File: config.mk
export PLATFORM = sky130hd
export DESIGN_NAME = evt_pulse_gen
export DESIGN_NICKNAME = d
export VERILOG_FILES = /design/src/rtl/evt_pkg.sv /design/src/rtl/evt_phase_counter.sv /design/src/rtl/evt_pulse_gen.sv
export SDC_FILE = /design/constraint.sdc
export NUM_CORES = 1
export LEC_CHECK = 0
export ABC_AREA = 1
export ABC_CLOCK_PERIOD_IN_PS = 4800
export CORE_MARGIN = 2
export CORE_UTILIZATION = 32
export DETAILED_ROUTE_END_ITERATION = 7
export PLACE_DENSITY_LB_ADDON = 0.05
export SYNTH_ARGS = -nofsm -noshare
export SYNTH_HDL_FRONTEND = slang
export SYNTH_SLANG_ARGS = --single-unit
File: constraint.sdc
create_clock -name clk_in -period 4.8 [get_ports clk_in]
set_clock_uncertainty 0.1 [all_clocks]
set_input_delay 0.96 -clock clk_in [delete_from_list [all_inputs] [get_ports clk_in]]
set_output_delay 0.96 -clock clk_in [all_outputs]
set_load 0.01 [all_outputs]
File: src/rtl/evt_pkg.sv
// Shared types and constants for the event pulse generator.
// Provides the FSM state enum and the default field width.
package evt_pkg;

  localparam int EVT_WIDTH = 32;

  typedef enum logic {
    IDLE = 1'b0,
    RUN  = 1'b1
  } evt_state_e;

endpackage

File: src/rtl/evt_phase_counter.sv
// Modulo-P phase counter with clear, enable and registered wrap strobe.
// Ports: clk_in, rst_n_in, clr, en, period (P>=1), last (phase==P-1), wrap.
module evt_phase_counter
  import evt_pkg::*;
#(
  parameter int WIDTH = EVT_WIDTH
) (
  input  logic             clk_in,
  input  logic             rst_n_in,
  input  logic             clr,
  input  logic             en,
  input  logic [WIDTH-1:0] period,
  output logic             last,
  output logic             wrap
);

  logic [WIDTH-1:0] phase;

  assign last = (phase == period - WIDTH'(1));

  always_ff @(posedge clk_in or negedge rst_n_in) begin
    if (!rst_n_in) begin
      phase <= '0;
      wrap  <= 1'b0;
    end else begin
      wrap <= en & last & ~clr;
      if (clr) begin
        phase <= '0;
      end else if (en) begin
        phase <= last ? '0 : phase + WIDTH'(1);
      end
    end
  end

endmodule

File: src/rtl/evt_pulse_gen.sv
// Programmable event-strobe generator: pulses every P cycles, N times or forever.
// Ports: clk_in, rst_n_in, start_in, stop_in, period_in, pulse_count_in,
//   evt_out, busy_out, done_out, pulses_sent_out.
// Option: define EVT_PULSE_GEN_LIVE_PERIOD_EN to resample period_in on each pulse.
module evt_pulse_gen
  import evt_pkg::*;
#(
  parameter int WIDTH = EVT_WIDTH
) (
  input  logic             clk_in,
  input  logic             rst_n_in,
  input  logic             start_in,
  input  logic             stop_in,
  input  logic [WIDTH-1:0] period_in,
  input  logic [WIDTH-1:0] pulse_count_in,
  output logic             evt_out,
  output logic             busy_out,
  output logic             done_out,
  output logic [WIDTH-1:0] pulses_sent_out
);

  evt_state_e       state_q, state_d;
  logic [WIDTH-1:0] period_q, period_d;
  logic [WIDTH-1:0] count_q, count_d;
  logic [WIDTH-1:0] sent_q, sent_d;
  logic [WIDTH-1:0] sent_inc;
  logic             done_q, done_d;
  logic             load;
  logic             run_en;
  logic             last;
  logic             wrap;

  function automatic logic [WIDTH-1:0] eff_period(
    input logic [WIDTH-1:0] p
  );
    return (p == '0) ? WIDTH'(1) : p;
  endfunction

  assign sent_inc = sent_q + WIDTH'(1);

  evt_phase_counter #(
    .WIDTH(WIDTH)
  ) u_phase (
    .clk_in  (clk_in),
    .rst_n_in(rst_n_in),
    .clr     (load),
    .en      (run_en),
    .period  (period_q),
    .last    (last),
    .wrap    (wrap)
  );

  always_ff @(posedge clk_in or negedge rst_n_in) begin
    if (!rst_n_in) begin
      state_q  <= IDLE;
      period_q <= WIDTH'(1);
      count_q  <= '0;
      sent_q   <= '0;
      done_q   <= 1'b0;
    end else begin
      state_q  <= state_d;
      period_q <= period_d;
      count_q  <= count_d;
      sent_q   <= sent_d;
      done_q   <= done_d;
    end
  end

  always_comb begin
    state_d  = state_q;
    period_d = period_q;
    count_d  = count_q;
    sent_d   = sent_q;
    done_d   = 1'b0;
    load     = 1'b0;
    run_en   = 1'b0;
    unique case (1'b1)
      (state_q == IDLE): begin
        // stop dominates a simultaneous start
        if (start_in && !stop_in) begin
          state_d  = RUN;
          load     = 1'b1;
          period_d = eff_period(period_in);
          count_d  = pulse_count_in;
          sent_d   = '0;
        end
      end
      (state_q == RUN): begin
        if (stop_in) begin
          state_d = IDLE;
        end else begin
          run_en = 1'b1;
          if (last) begin
            sent_d = sent_inc;
`ifdef EVT_PULSE_GEN_LIVE_PERIOD_EN
            period_d = eff_period(period_in);
`else
            period_d = period_q;
`endif
            if (count_q != '0 && sent_inc == count_q) begin
              state_d = IDLE;
              done_d  = 1'b1;
            end
          end
        end
      end
      default: state_d = IDLE;
    endcase
  end

  assign evt_out         = wrap;
  assign busy_out        = (state_q == RUN);
  assign done_out        = done_q;
  assign pulses_sent_out = sent_q;

endmodule
==> reports/metrics.yaml <==
first_global_vias: 9266
grtUsageTotal_pct: 21.61
cts_resized: 0
n_fill_cell: 3108
die_h_um: 175.2
cts_setup_buffers: 0
finalSetupTns_ns: 0
wl_per_cell_um: 16.24
hold_class: "primary input to asynchronous set/reset pin"
fp.coreArea_um2: 28780
clock_latency_ns: 0.43
ys.flop_type: "dfrtp_1"
p_per_area_nw_per_um2: 305.1
power_leakage_nw: 5.278
relSlewSlack_pct: 54.89
criticalPathCategory: "flip-flop to flip-flop"
p_int_w: 0.002268
end_kind: "flip-flop"
dr.pass1.iters: 5
gp_congestion: 0.8689
drv_cap: 0
row_count: 62
synth_area_leaders: "dfrtp_1 (35%), nand2_1 (23%), nor2_1 (8.5%), nand3_1 (6.9%), inv_1 (5.7%)"
required_ns: 5.06
cts_buffers: 17
postCtsHoldBufs: 0
num_vias: 9446
start_util_pct: 32.61
grt_max_degree: 66
p_sw_share_pct: 34.66
syn_nets: 1562
rsz0062_at_grt: "false"
htree_levels: 4
yosys.area.top_type: "dfrtp_1"
ys_seq_area_share_pct: 34.95
nets: 1657
die_w_um: 175.2
p_sw_w: 0.001203
cp-start-kind: "flip-flop"
fin_crit_sh_pct: 65.74
io_pins: 103
syn_to_final_growth_pct: 21.23
drtAntennaViolNets: 0
post_drt_via_cell_ratio: 4.761
synthArstFlopShare_pct: 100.0
synth_cells: 1491
grt_pass1_wl_um: 51360
synth-warning-count: 0
setup_viol_count_final: 0
worstPathArrival_ns: 3.42
drc_errors: 0
first_iter_violations: 602
wl_um: 32210
ctsRootBufferMaster: "clkbuf_16"
status: "completed"
cp_max_fo: 33
worst_pin_slew_ns: 0.6767
cts_tree: "done"
drive_gt1_share_pct: 4.190
antenna_found_initial: 1
synth_cell_types: 37
p_seq_share_pct: 39.6
synth.most_common_cell: "nand2_1"
p_clk_share_pct: 37.0
synth_top_area_share_pct: 34.67
synth-edff-count: 0
ys_seq_elements: 131
portBuffers: 102
cts.sinks: 131
die_area_um2: 30710
syn_area_um2: 9384
maxSlewViolCount: 0
clk_pin_slew_ns: 0.07
combPwrFrac_pct: 23.4
final-hold-violation-count: 0
gr-total-overflow: 0
finalPower_w: 0.003471
irDropWorstVdd_v: 0.0001818
synthTopCellsByCount: "nand2_1 (575), nor2_1 (212), inv_1 (142)"
max_freq_ghz: 0.3169
avgSynthCellArea_um2: 6.294
dp_hpwl_um: 24830
period_needed_ns: 3.156
cts_buffer_depth: 2
## worst max-delay path, stage by stage (launching register included)
cell and delay (ns):
dfstp_2 0.37, inv_1 0.12, ha_1 0.25, nand3_2 0.16
nor2_4 0.24, nand2_1 0.14, nor2_1 0.14, xor2_1 0.32
nand2_1 0.15, nor2_4 0.14, nand4_4 0.10, buf_4 0.29
nand2_4 0.38, nand2_1 0.12, nand2_1 0.08
## sequential cells by signal, summed over array words and instances (netlist names)
signal	count
pulses_sent_out	32
busy_out	1
done_out	1
u_phase.phase	32
count_q	32
u_phase.wrap	1
period_q	32
## cells by family after synthesis
logic type | share of synthesized area, %
and+or+nand+nor | 45.93
buffers and inverters | 7.640
DFF | 34.95
AOI/OAI and AO/OA | 5.480
xor gates and xnor gates | 5.600
adders and majority gates | 0.4000
## cells in the final DEF (no fill, tap or decap), types with 5 or more instances in the layout
cell	n
a21oi_1	16
buf_4	9
clkbuf_16	17
clkdlybuf4s50_1	101
clkinv_1	5
dfrtp_1	130
inv_1	141
nand2_1	575
nand3_1	128
nand3b_1	30
nand4_1	26
nor2_1	211
nor2_2	9
nor3_1	11
nor4_1	11
o211ai_1	5
o21ai_0	61
o21ai_1	5
o21bai_1	5
xnor2_1	17
xor2_1	43
## area by class of cell
cell class | instances | area, um2 | area share (%)
clock inverter | 11 | 105.1 | 0.9239
sequential | 131 | 3279 | 28.83
tap | 384 | 480.5 | 4.223
inverter | 148 | 555.5 | 4.883
timing repair buffer | 111 | 1090 | 9.580
antenna | 1 | 2.502 | 0.02200
multi-input combinational | 1177 | 5403 | 47.49
clock buffer | 21 | 460.4 | 4.048
## stage by stage
step / instance area [um2] / util, % / hold WS (ns) / cells / setup WS [ns]
floorplan: 9384 / - / 0.3679 / 1491 / 2.463
global placement: 10810 / 37.55 / 0.4105 / 1951 / 1.375
detailed placement: 10810 / 37.55 / 0.4275 / 1951 / 1.296
CTS: 11370 / 39.52 / 0.4362 / 1983 / 1.634
global route: 11380 / 39.53 / 0.4525 / 1984 / 1.434
finish: 11380 / 39.53 / 0.3910 / 1984 / 1.644
## power groups by stage
stage	clock network [W]	logic (W)	registers, W
detailed placement	0	0.000817	0.00139
finish	0.00128	0.000812	0.00138
CTS	0.00132	0.000821	0.00137
global route	0.00136	0.000933	0.00139
global placement	0	0.000812	0.00139
floorplan	0	0.000556	0.00134
## per-layer routing
layer | vias to the layer above | GRT usage [%] | routed length, um
met4 | 0 | 8.611 | 1141
li1 | 4903 | - | -
met3 | 45 | 3.024 | 1115
met1 | 4307 | 27.57 | 14400
met2 | 191 | 36.78 | 15550
met5 | - | 0 | 0
## worst paths after layout
check	slack (ns)	cells past startpoint	startpoint	end
worst min-delay path	0.39	1	rst_n_in	count_q[4]
worst max register to register	1.64	14	period_q[0]	pulses_sent_out[18]
worst min register to register	0.44	2	count_q[1]	count_q[1]
min in group clk_in	0.44	2	count_q[1]	count_q[1]
max in group asynchronous	3.22	2	rst_n_in	u_phase.phase[22]
worst max-delay path	1.64	14	period_q[0]	pulses_sent_out[18]
No activity file was read; power rests on OpenSTA's default activity.
